===== config.mk =====
export PLATFORM = sky130hd
export DESIGN_NAME = pipe_stall_ctrl_flat
export DESIGN_NICKNAME = d
export VERILOG_FILES = /design/src/rtl/pipe_stall_ctrl_pkg.sv /design/src/rtl/pipe_stall_ctrl_if.sv /design/src/rtl/pipe_stall_ctrl_sat_counter.sv /design/src/rtl/pipe_stall_ctrl.sv /design/src/flat_wrapper.sv
export SDC_FILE = /design/constraint.sdc
export NUM_CORES = 1
export LEC_CHECK = 0
export BUFFER_PORTS_ARGS = -buffer_cell sky130_fd_sc_hd__buf_2
export CORE_MARGIN = 2
export CORE_UTILIZATION = 46
export DETAILED_ROUTE_END_ITERATION = 16
export PLACE_DENSITY = 0.67
export SETUP_SLACK_MARGIN = 0.5
export SLEW_MARGIN = 10
export SYNTH_ARGS = -nofsm -noshare
export SYNTH_HDL_FRONTEND = slang
export SYNTH_SLANG_ARGS = --single-unit

===== constraint.sdc =====
create_clock -name clk -period 5.17 [get_ports clk]
set_input_delay 1.034 -clock clk [delete_from_list [all_inputs] [get_ports clk]]
set_output_delay 1.034 -clock clk [all_outputs]
set_load 0.005 [all_outputs]

===== src/rtl/pipe_stall_ctrl_pkg.sv =====
// Shared constants for the pipeline stall controller: hold-vector encodings
// and multi-cycle sequencer state codes.
package pipe_stall_ctrl_pkg;

    localparam int STALL_W = 6;

    // Bit order: [0] pc, [1] if_id, [2] id_ex, [3] ex_mem, [4] mem_wb, [5] reserved
    localparam logic [STALL_W-1:0] STALL_NONE = 6'b000000;
    localparam logic [STALL_W-1:0] STALL_ID   = 6'b000111;
    localparam logic [STALL_W-1:0] STALL_EX   = 6'b001111;

    typedef enum logic [1:0] {
        MC_IDLE  = 2'd0,
        MC_FIXED = 2'd1,
        MC_VAR   = 2'd2
    } mc_state_t;

endpackage


===== src/rtl/pipe_stall_ctrl_if.sv =====
// Request/response bundle between the pipeline stages and the stall controller.
interface pipe_stall_ctrl_if
    import pipe_stall_ctrl_pkg::*;
#(
    parameter int CNT_W  = 6,
    parameter int PERF_W = 32
);
    logic               stallreq_id;
    logic               mc_start;
    logic               mc_var;
    logic [CNT_W-1:0]   mc_len;
    logic               mc_done;
    logic               mc_cancel;
    logic [STALL_W-1:0] stall_o;
    logic               mc_busy_o;
    logic [CNT_W-1:0]   mc_cnt_o;
    logic               mc_last_o;
    logic               mc_tmo_o;
    logic [PERF_W-1:0]  stall_cnt_o;

    modport master (
        output stallreq_id, mc_start, mc_var, mc_len, mc_done, mc_cancel,
        input  stall_o, mc_busy_o, mc_cnt_o, mc_last_o, mc_tmo_o, stall_cnt_o
    );

    modport slave (
        input  stallreq_id, mc_start, mc_var, mc_len, mc_done, mc_cancel,
        output stall_o, mc_busy_o, mc_cnt_o, mc_last_o, mc_tmo_o, stall_cnt_o
    );
endinterface


===== src/rtl/pipe_stall_ctrl_sat_counter.sv =====
// Saturating event counter: counts cycles with inc high and sticks at all-ones.
module pipe_stall_ctrl_sat_counter #(
    parameter int W = 32
) (
    input  logic         clk,
    input  logic         rst,
    input  logic         inc,
    output logic [W-1:0] cnt
);
    logic [W-1:0] cnt_reg;

    always_ff @(posedge clk or negedge rst) begin
        if (!rst)
            cnt_reg <= '0;
        else if (inc && (cnt_reg != '1))
            cnt_reg <= cnt_reg + 1'b1;
    end

    assign cnt = cnt_reg;
endmodule


===== src/rtl/pipe_stall_ctrl.sv =====
// Central stall controller for the 5-stage pipeline: merges id/ex stall
// requests into the hold vector and sequences ex-stage multi-cycle ops.
module pipe_stall_ctrl
    import pipe_stall_ctrl_pkg::*;
#(
    parameter int CNT_W   = 6,
    parameter int MAX_CYC = 40,
    parameter int PERF_W  = 32
) (
    input  logic              clk,
    input  logic              rst,
    pipe_stall_ctrl_if.slave  bus
);
    localparam logic [CNT_W-1:0] MAX_CNT = CNT_W'(MAX_CYC);

    mc_state_t          state_reg, state_next;
    logic [CNT_W-1:0]   cnt_reg, cnt_next;
    logic [CNT_W-1:0]   len_reg, len_next;
    logic               tmo_reg, tmo_next;
    logic               exs;
    logic               last;
    logic [STALL_W-1:0] stall_vec;
    logic [STALL_W-1:0] stall_gated;

    always_ff @(posedge clk or negedge rst) begin
        if (!rst) begin
            state_reg <= MC_IDLE;
            cnt_reg   <= '0;
            len_reg   <= '0;
            tmo_reg   <= 1'b0;
        end else begin
            state_reg <= state_next;
            cnt_reg   <= cnt_next;
            len_reg   <= len_next;
            tmo_reg   <= tmo_next;
        end
    end

    always_comb begin
        state_next = state_reg;
        cnt_next   = cnt_reg;
        len_next   = len_reg;
        tmo_next   = 1'b0;
        exs        = 1'b0;
        last       = 1'b0;
        case (state_reg)
            MC_IDLE: begin
                exs = bus.mc_start && !bus.mc_cancel && (bus.mc_var || (bus.mc_len != '0));
                if (exs) begin
                    cnt_next = CNT_W'(1);
                    if (bus.mc_var) begin
                        state_next = MC_VAR;
                    end else begin
                        state_next = MC_FIXED;
                        len_next   = bus.mc_len;
                    end
                end
            end
            MC_FIXED: begin
                if (bus.mc_cancel) begin
                    state_next = MC_IDLE;
                    cnt_next   = '0;
                end else if (cnt_reg == len_reg) begin
                    last       = 1'b1;
                    state_next = MC_IDLE;
                    cnt_next   = '0;
                end else begin
                    exs      = 1'b1;
                    cnt_next = cnt_reg + 1'b1;
                end
            end
            MC_VAR: begin
                // Cancel wins over a divider result arriving in the same cycle.
                if (bus.mc_cancel) begin
                    state_next = MC_IDLE;
                    cnt_next   = '0;
                end else if (bus.mc_done) begin
                    last       = 1'b1;
                    state_next = MC_IDLE;
                    cnt_next   = '0;
                end else if (cnt_reg == MAX_CNT) begin
                    last       = 1'b1;
                    tmo_next   = 1'b1;
                    state_next = MC_IDLE;
                    cnt_next   = '0;
                end else begin
                    exs      = 1'b1;
                    cnt_next = cnt_reg + 1'b1;
                end
            end
            default: begin
                state_next = MC_IDLE;
                cnt_next   = '0;
            end
        endcase
    end

    // The ex hold covers every bit the id hold would set, so it takes priority.
    assign stall_vec   = exs ? STALL_EX : (bus.stallreq_id ? STALL_ID : STALL_NONE);
    assign stall_gated = rst ? stall_vec : STALL_NONE;

    assign bus.stall_o   = stall_gated;
    assign bus.mc_last_o = rst && last;
    assign bus.mc_busy_o = rst && (state_reg != MC_IDLE);
    assign bus.mc_cnt_o  = cnt_reg;
    assign bus.mc_tmo_o  = tmo_reg;

    pipe_stall_ctrl_sat_counter #(
        .W (PERF_W)
    ) u_perf (
        .clk (clk),
        .rst (rst),
        .inc (stall_gated != STALL_NONE),
        .cnt (bus.stall_cnt_o)
    );
endmodule

===== src/flat_wrapper.sv =====
// flat-port wrapper written by rule: the top's interface ports become plain ports
module pipe_stall_ctrl_flat import pipe_stall_ctrl_pkg::*;
#(
    parameter int CNT_W   = 6,
    parameter int MAX_CYC = 40,
    parameter int PERF_W  = 32
)
  (clk, rst, bus_stallreq_id, bus_mc_start, bus_mc_var, bus_mc_len, bus_mc_done, bus_mc_cancel, bus_stall_o, bus_mc_busy_o, bus_mc_cnt_o, bus_mc_last_o, bus_mc_tmo_o, bus_stall_cnt_o);
  pipe_stall_ctrl_if #(.CNT_W(CNT_W), .PERF_W(PERF_W)) bus_i ();
  input  logic clk;
  input  logic rst;
  input wire logic [$bits(bus_i.stallreq_id)-1:0] bus_stallreq_id;
  input wire logic [$bits(bus_i.mc_start)-1:0] bus_mc_start;
  input wire logic [$bits(bus_i.mc_var)-1:0] bus_mc_var;
  input wire logic [$bits(bus_i.mc_len)-1:0] bus_mc_len;
  input wire logic [$bits(bus_i.mc_done)-1:0] bus_mc_done;
  input wire logic [$bits(bus_i.mc_cancel)-1:0] bus_mc_cancel;
  output wire logic [$bits(bus_i.stall_o)-1:0] bus_stall_o;
  output wire logic [$bits(bus_i.mc_busy_o)-1:0] bus_mc_busy_o;
  output wire logic [$bits(bus_i.mc_cnt_o)-1:0] bus_mc_cnt_o;
  output wire logic [$bits(bus_i.mc_last_o)-1:0] bus_mc_last_o;
  output wire logic [$bits(bus_i.mc_tmo_o)-1:0] bus_mc_tmo_o;
  output wire logic [$bits(bus_i.stall_cnt_o)-1:0] bus_stall_cnt_o;
  assign bus_i.stallreq_id = bus_stallreq_id;
  assign bus_i.mc_start = bus_mc_start;
  assign bus_i.mc_var = bus_mc_var;
  assign bus_i.mc_len = bus_mc_len;
  assign bus_i.mc_done = bus_mc_done;
  assign bus_i.mc_cancel = bus_mc_cancel;
  assign bus_stall_o = bus_i.stall_o;
  assign bus_mc_busy_o = bus_i.mc_busy_o;
  assign bus_mc_cnt_o = bus_i.mc_cnt_o;
  assign bus_mc_last_o = bus_i.mc_last_o;
  assign bus_mc_tmo_o = bus_i.mc_tmo_o;
  assign bus_stall_cnt_o = bus_i.stall_cnt_o;
  pipe_stall_ctrl #(.CNT_W(CNT_W), .MAX_CYC(MAX_CYC), .PERF_W(PERF_W)) u_core (.clk(clk), .rst(rst), .bus(bus_i));
endmodule

# Word-level counts from Yosys, hierarchy flattened
# Cells that the tools add are included.
[totals] reg_bits=47 in_bits=13 out_inout_bits=47 word_cells=62
[classes] add_sub_neg=2 n_eq_ne=8 n_mux=33 bitwise=1 reduce_logical=13
[ops] op="6-bit two-way mux" count=8
[ops] op="32-bit by 1-bit adder with 32-bit output, second input constant" count=1
[ops] op="32-bit inequality test, second input constant" count=1
[ops] op="6-bit one-hot mux with 3 select lines" count=1
[ops] op="2-bit two-way mux" count=7
[ops] op="1-bit two-way mux" count=13
[ops] op="6-bit nonzero test" count=2
[ops] op="6-bit by 1-bit adder with 6-bit output, second input constant" count=1
[ops] op="6-bit == test" count=1
[ops] op="6-bit == test, second input constant" count=1
[ops] op="2-bit one-hot mux with 3 select lines" count=1
[ops] op="3-bit AND reduction" count=2
[ops] op="1-bit logical AND" count=5
[ops] op="4-bit by 3-bit inequality test with 1-bit output, second input constant" count=1
[ops] op="3-bit two-way mux" count=1
[ops] op="3-bit by 2-bit inequality test with 1-bit output, second input constant" count=1
[ops] op="1-bit one-hot mux with 3 select lines" count=1
[ops] op="2-bit by 1-bit == test with 1-bit output, second input constant" count=1
[ops] op="2-bit == test, second input constant" count=1
[ops] op="2-bit logical NOT" count=1
[ops] op="2-bit by 1-bit inequality test with 1-bit output, second input constant" count=1
[ops] op="1-bit one-hot mux with 2 select lines" count=1
[ops] op="2-bit nonzero test" count=1
[ops] op="1-bit logical NOT" count=1
[ops] op="2 further kinds" count=2

# Longest topological paths before layout
# Gate-level depths: netlist (run 1).
[depth] depth_word=9 depth_mapped=10 depth_no_buf=8

# Modules after synthesis
# A second synthesis (run 1) with hierarchy kept.
[hier_totals] cells_unflattened=261 hier_area_um2=2676.3
[by_module_without_submodules] module="pipe_stall_ctrl_sat_counter" n_inst=1 cells_each=151 area_each_um2=1624.1 seq_area_each_um2=800.8
[by_module_without_submodules] module="pipe_stall_ctrl" n_inst=1 cells_each=110 area_each_um2=1052.3 seq_area_each_um2=375.4

# Least setup slack after synthesis (run 1)
# Ideal clock, no wire load.
[synth_timing] path_type="input port to output port" from="in bus_mc_cancel" to="out bus_stall_o[1]" arrival_ps=2273 required_time_ps=4136 path_slack_ps=1863 cell_stages=7 path_buffers=3 cell_sequence="or3b_1 > a31oi_1 > nor3_2 > a21oi_2 > buf_6 > buf_6 > buf_4"
[synth_between] elab_chain_cells=6 word_cells_on_any_way=8 cone_classes="mux: 5; reduce/logical: 3"
[synth_lines] element="from (decl)" line_no="flat_wrapper.sv:17" source="input wire logic [$bits(bus_i.mc_cancel)-1:0] bus_mc_cancel;"
[synth_lines] element="1-bit logical NOT" line_no="pipe_stall_ctrl.sv:48" source="exs = bus.mc_start && !bus.mc_cancel && (bus.mc_var || (bus.mc_len != '0));"
[synth_lines] element="1-bit logical AND (2 in a row)" line_no="pipe_stall_ctrl.sv:48"
[synth_lines] element="1-bit one-hot mux with 3 select lines *" line_no="pipe_stall_ctrl.sv:46" source="case (state_reg)"
[synth_lines] element="6-bit two-way mux *" line_no="pipe_stall_ctrl.sv:99" source="assign stall_vec = exs ? STALL_EX : (bus.stallreq_id ? STALL_ID : STALL_NONE);"
[synth_lines] element="6-bit two-way mux *" line_no="pipe_stall_ctrl.sv:100" source="assign stall_gated = rst ? stall_vec : STALL_NONE;"
[synth_lines] element="to (decl)" line_no="flat_wrapper.sv:18" source="output wire logic [$bits(bus_i.stall_o)-1:0] bus_stall_o;"
# Mark *: on every way between the ends. The rest lies on a longest branch, timed or not.

# Final worst setup path (run 1)
[layout_timing] from="in bus_mc_cancel" to="out bus_stall_o[0]"
# The elaborated chain is that of the path after synthesis.

==> results of run 1 <==
-- kinds of logic after synthesis --
kind of cell / count (synthesis) / share of synthesized area, %
adder cells (fa/ha/maj): 7 / 3.42
AND/OR/NAND/NOR: 112 / 24.3
flip-flops: 47 / 45.9
XOR/XNOR: 37 / 12.7
multiplexers: 8 / 3.52
AO/OA/AOI/OAI: 21 / 5.18
buffers and inverters: 23 / 4.79
other: 1 / 0.146
-- per-stage QoR --
stage | worst slack, ns | power, mW | instance area [sq um] | hold slack (ns) | util [%]
after floorplan | 1.86 | 0.727 | 2560 | 0.480 | -
after global placement | 1.67 | 0.825 | 2880 | 0.481 | 52.9
after detailed placement | 1.64 | 0.834 | 2880 | 0.487 | 52.9
after CTS | 1.64 | 1.12 | 3000 | 0.499 | 55.1
after global routing | 1.54 | 1.19 | 3000 | 0.531 | 55.1
final | 1.61 | 1.11 | 3000 | 0.495 | 55.1
-- layout by cell type (no fill, tap or decap), drive strengths merged, types with 3 or more instances in the layout --
cell,n
buf,59
dfrtp,47
xnor2,35
nand2,28
nand4,17
inv,13
nand3,11
nor3,9
nor4,8
nor2,8
mux2,8
a21oi,8
and3,7
ha,7
o21ai,6
clkbuf,6
nand2b,4
and2,4
or3,3
a22o,3
-- final timing paths --
path	start	to	slack, ns	cells after the start
min in group asynchronous	rst	u_core.state_reg[1]	0.64	1
setup / recovery	bus_mc_cancel	bus_stall_o[0]	1.61	7
setup reg to reg	u_core.u_perf.cnt[0]	u_core.u_perf.cnt[1]	2.60	6
hold reg to reg	u_core.u_perf.cnt[31]	u_core.u_perf.cnt[31]	0.50	1
hold / removal	u_core.u_perf.cnt[31]	u_core.u_perf.cnt[31]	0.50	1
max in group asynchronous	rst	u_core.u_perf.cnt[30]	3.75	2
-- cell type report --
| cell class | count | area share [%] |
|---|---|---|
| multi-input combinational | 187 | 42.2 |
| sequential | 47 | 39.2 |
| timing repair buffer | 59 | 10.0 |
| tap | 72 | 3.01 |
| clock buffer | 6 | 2.75 |
| inverter | 12 | 1.50 |
| clock inverter | 2 | 1.29 |
-- worst max-delay path, stage by stage --
cell and delay, ns:
buf_2 0.11, or3b_1 0.39, a31oi_1 0.19, nor3_2 0.13, a21oi_2 0.13, buf_4 0.34
buf_2 0.18
-- power groups by stage --
stage,Sequential [mW],Clock [mW],Combinational (mW)
2_1_floorplan,0.489,0,0.238
3_3_place_gp,0.500,0,0.325
3_5_place_dp,0.501,0,0.333
4_1_cts,0.495,0.288,0.337
5_1_grt,0.504,0.307,0.381
6_report,0.495,0.281,0.338
-- metal layers --
layer | share of wire, % | wire length [um]
met1 | 47 | 2570
met2 | 47 | 2580
met3 | 5.0 | 275
met4 | 0.51 | 28
met5 | 0 | 0
==> metrics, run 1 <==
IO Pins=60; Syn Inst Count=256; Core ar.=5440 sq um; vias in the first global route=2031; setup_tns=0 ns; most common cell in the netlist=dfrtp_1; met1 usage=26.5%; number of port buffers=57; leading cell types by count after synthesis=dfrtp_1 (47), xnor2_1 (35), nand2_1 (28); ANT nets after route=0; RSZ-0062 raised after global routing=false; WS Path Type=in2out; Clock power frac=25.3%; placed insts=377; Clock Path Buffers=2; clk slew on worst S/H paths=0.07 ns; CP max FO=34; largest net degree at the start of global routing=36; endpoints failing hold=0; Slew Viols, Final=0; # rows=27; status=finished clean; initial drt markers=100; total track usage=19.4%; Startpoint Class=input pin; gpl congestion=0.788; Num CTS Buffers=5; die area=6180 sq um; Residual DRC=0; grt met3 use=4.71%; part of the power in registers=44.4%; CTS tree=done; number of synthesized flops with an enable pin=0; DR pass1 iterations=4; filler instances=507; hold_buf cts=0; Pwr Density=371 nW/um^2; Worst EP arrival=2.52 ns; Yosys top cell by area=dfrtp_1; Slew HR=37.9%; Worst-Margin Slew=0.928 ns; Clock Sink Count=47; Worst Skew=0.0168 ns; Post-Syn Area=2560 sq um; Initial Util=47.1%; syn avg cell area=10.0 sq um; Synth Warn #=0; Post-CTS Setup Bufs=0; Post-CTS Resized=0; Psw=0.374 mW; Logic pwr share=30.3%; grt ovf=0; H-tree depth=2; DP HPWL=3.94 mm; sequential area share after synthesis=45.9%; met2 usage=31.5%; WP data required=4.14 ns; Diodes inserted=0; max FFs per register=32; Clk Tree Root Cell=clkbuf_8; Synth cell types=40; Async S/R FF share, synth=100%; chip height=78.6 um; NumNets Final=332; Post-Layout Cell Count=385; Die Wd=78.6 um; Tmin final=3.56 ns; post-synthesis register bit count=47; Layout Area Growth over Synthesis=17.1%; ranking of synthesized cells by area=dfrtp_1 (46%), xnor2_1 (12%), nand4_1 (4.2%); worst min path class=reg2reg; Via Count=2090; cell-internal power=0.739 mW; peak supply drop=0.317 mV; P_leak=1.38 nW; Max-Cap Viols=0; wire length per cell=14.2 um; CP endpoint kind=output port; Final Cycle Share=68.8%; final setup fails=0; final wirelength=5.45 mm; Fmax=281 MHz; GRT busiest layer=met2; share of layout cells above drive strength 1=25.9%; register area=1180 sq um; Yosys top cell area share=45.9%; area of the multi-input gates=1260 sq um; antenna violations before repair=0; Via density=5.43; switching portion of total power=33.6%; Worst-Skew Late Latency=0.30 ns; ys flop type=dfrtp_1; first-pass GRT wire length=9.63 mm
(Power assumes the default switching activity.)
==> run 2: changes to the inputs <==
--- a/config.mk
+++ b/config.mk
@@ -5,11 +5,12 @@
 export SDC_FILE = /design/constraint.sdc
 export NUM_CORES = 1
 export LEC_CHECK = 0
+export ABC_AREA = 1
 export BUFFER_PORTS_ARGS = -buffer_cell sky130_fd_sc_hd__buf_2
 export CORE_MARGIN = 2
 export CORE_UTILIZATION = 46
 export DETAILED_ROUTE_END_ITERATION = 16
-export PLACE_DENSITY = 0.67
+export PLACE_DENSITY = 0.68
 export SETUP_SLACK_MARGIN = 0.5
 export SLEW_MARGIN = 10
 export SYNTH_ARGS = -nofsm -noshare
==> constraint.sdc (replaced) <==
create_clock -name clk -period 3.2 [get_ports clk]
set_input_delay 0.64 -clock clk [delete_from_list [all_inputs] [get_ports clk]]
set_output_delay 0.64 -clock clk [all_outputs]
set_load 0.005 [all_outputs]
==> run 2 against run 1 <==
  * Power is 41% higher
  * Routed wire length is 38% higher
  * Clock skew is 0.012 ns lower
  * Synthesized cell count is 64% higher
  * Cell count is 43% higher
  * Sequential cell count stayed put
  * Critical path depth is 3 higher
  * Register-to-register slack worse by 1.5 ns
  * Die area is 17% higher
  * Synthesized area is 18% higher
  * Global-route usage is 2.4 points higher
==> metrics, run 2 <==
most common cell in the netlist=nand2_1; Layout Area Growth over Synthesis=13.5%; gpl congestion=0.927 (+18%); chip height=85.1 um (+8.2%); # rows=29 (+7.4%); Clock Path Buffers=2 (unchanged); Worst EP arrival=1.91 ns (-0.61 ns); Clock Sink Count=47 (unchanged); Core ar.=6350 sq um (+17%); Num CTS Buffers=5 (unchanged); R2R depth=9 (+3); DP HPWL=5.83 mm (+48%); Diodes inserted=0 (unchanged); leading cell types by count after synthesis=nand2_1 (144), nor2_1 (50), dfrtp_1 (47); RSZ-0062 raised after global routing=false; Initial Util=47.6% (+0.56 points); met1 usage=32.1% (+5.6 points); post-synthesis register bit count=47 (unchanged); H-tree depth=2 (unchanged); grt met3 use=3.40% (-1.3 points); IO Pins=60 (unchanged); Synth Warn #=0 (unchanged); clk slew on worst S/H paths=0.08 ns (about the same); GRT busiest layer=met2; filler instances=658 (+30%); die area=7240 sq um (+17%); Fmax=393 MHz; endpoints failing hold=0 (unchanged); share of layout cells above drive strength 1=16.7% (-9.2 points); Final Cycle Share=79.6%; Syn Inst Count=421 (+64%); most common cell after layout, fill and taps aside=nand2_1; Via density=5.08 (-6.4%); Yosys top cell by area=dfrtp_1; Residual DRC=0 (unchanged); most frequent cells in the layout=nand2_1 (144), buf_2 (57), nor2_1 (50); Synth cell types=30 (-25%); internal reg-to-reg setup slack=1.08 ns (-1.52 ns); WP data required=2.56 ns (-1.58 ns); peak supply drop=0.290 mV (-8.6%); Worst-Skew Late Latency=0.30 ns (about the same); endpoint of the worst register-to-register path=u_core.u_perf.cnt[20]; total track usage=21.9% (+2.4 points); status=finished clean; number of port buffers=57 (unchanged); NumNets Final=494 (+49%); Post-Syn Area=3020 sq um (+18%); max FFs per register=32 (unchanged); initial drt markers=160 (+60%); Via Count=2801 (+34%); sequential area share after synthesis=38.9% (-7.1 points); CP max FO=36 (+5.9%); ranking of synthesized cells by area=dfrtp_1 (39%), nand2_1 (18%), nand3_1 (7.6%); Async S/R FF share, synth=100% (unchanged); vias in the first global route=2685 (+32%); worst min path class=in2async; CTS tree=done; final setup fails=0 (unchanged); Startpoint Class=flop; Clk Tree Root Cell=clkbuf_8; Die Wd=85.1 um (+8.2%); max incr delay on CP=0.46 ns (+0.07 ns); number of synthesized flops with an enable pin=0 (unchanged); CP startpoint=u_core.bus.mc_cnt_o[4]; Max-Cap Viols=0 (unchanged); setup_tns=0 ns (unchanged); final wirelength=7.52 mm (+38%); most used cell, CP=nand2_1; CP endpoint=bus_stall_o[1]; Tmin final=2.55 ns; met2 usage=34.0% (+2.5 points); first-pass GRT wire length=12.8 mm (+33%); P_leak=1.83 nW (+33%); WS Path Type=reg2out; CP endpoint kind=output port; antenna violations before repair=0 (unchanged); ys flop type=dfrtp_1; syn avg cell area=7.18 sq um (-28%); ANT nets after route=0 (unchanged); wire length per cell=13.6 um (-3.7%); Slew Viols, Final=0 (unchanged); R2R Path Start=u_core.u_perf.cnt[0]; grt ovf=0 (unchanged); Yosys top cell area share=38.9% (-7.1 points); Worst Skew=0.00473 ns (-0.0121 ns); largest net degree at the start of global routing=37 (+2.8%); DR pass1 iterations=4 (unchanged); CP cell instances=inv_1, nand2_1, nand2_1, nor2_1, nand3_1, nand2_1, nand3_1, nand2_2, nand2_8, buf_2; Pwr Density=457 nW/um^2 (+23%); CP max stage cell=dfrtp_1; total power=1.57 mW (+41%)
==> run 2: cell count changes after synthesis, sizes merged, moves of 7 or more <==
cell / previous run / this run
nand2: 28 / 147
nor2: 8 / 52
nand3: 11 / 47
xnor2: 35 / 12
inv: 12 / 31
xor2: 2 / 20
nand4: 17 / 8
mux2: 8 / 0
nor4: 8 / 1
==> run 2: kinds of logic after synthesis <==
| logic type | Yosys count | share of synthesized area, % |
|---|---|---|
| compound gates | 17 | 3.19 |
| xor+xnor | 32 | 9.27 |
| fa+ha+maj | 7 | 2.90 |
| buf+inv | 46 | 7.24 |
| flops | 47 | 38.9 |
| other cells | 1 | 0.124 |
| simple gates | 271 | 38.4 |
==> run 2: through the flow <==
stage          std cells  hold slack, ns  util, %  worst slack (ns)  area, sq um
4_1_cts              551           0.339     53.8             0.543         3420
2_1_floorplan        422           0.344        -             0.996         3030
3_5_place_dp         544           0.491     52.4             0.688         3330
3_3_place_gp         544           0.487     52.4             0.737         3330
6_report             551           0.345     54.0             0.653         3430
5_1_grt              551           0.361     54.0             0.520         3430
==> run 2: area by class of cell <==
class	count	area [sq um]	share of cell area (%)
well taps	77	96.3	2.81
clock buffers	6	82.6	2.41
multi-input cells	329	1650	48.0
repair buffers	60	308	8.97
flip-flops and latches	47	1180	34.3
inverters	31	116	3.39
clock inverters	1	5.00	0.146
==> run 2: worst min-delay path by stage <==
stage / from / end / slack [ns] / cells past startpoint
floorplan: rst / u_core.bus.mc_cnt_o[0] / 0.34 / 0
global placement: u_core.u_perf.cnt[31] / u_core.u_perf.cnt[31] / 0.49 / 2
detailed placement: u_core.u_perf.cnt[31] / u_core.u_perf.cnt[31] / 0.49 / 2
CTS: rst / u_core.u_perf.cnt[24] / 0.34 / 2
global route: rst / u_core.state_reg[1] / 0.36 / 2
finish: rst / u_core.state_reg[1] / 0.35 / 2
==> run 2: routing by layer <==
metal  up-vias  wire, um
met5         -         0
li1       1442         -
met3        11       353
met1      1286      3650
met4         0        94
met2        62      3420
==> run 2: repair_timing <==
action / CTS / global route
hold buffers: 0 / 0
gates resized for setup: 0 / 3
setup buffers: 0 / 0
endpoints found under the hold margin: 0 / 0
setup endpoints to repair: 0 / 3
==> run 2: power by group <==
group / leakage, nW / switching [mW] / total (mW) / internal [mW]
clock network: 0.0470 / 0.195 / 0.365 / 0.170
logic: 1.16 / 0.291 / 0.456 / 0.166
registers: 0.627 / 0.0761 / 0.749 / 0.673
total: 1.83 / 0.562 / 1.57 / 1.01
==> run 2: critical path: cells and delay by family, from the launching register on <==
family	cells	cell delay (ns)
simple gates	8	0.87
flops	1	0.46
buf+inv	2	0.27
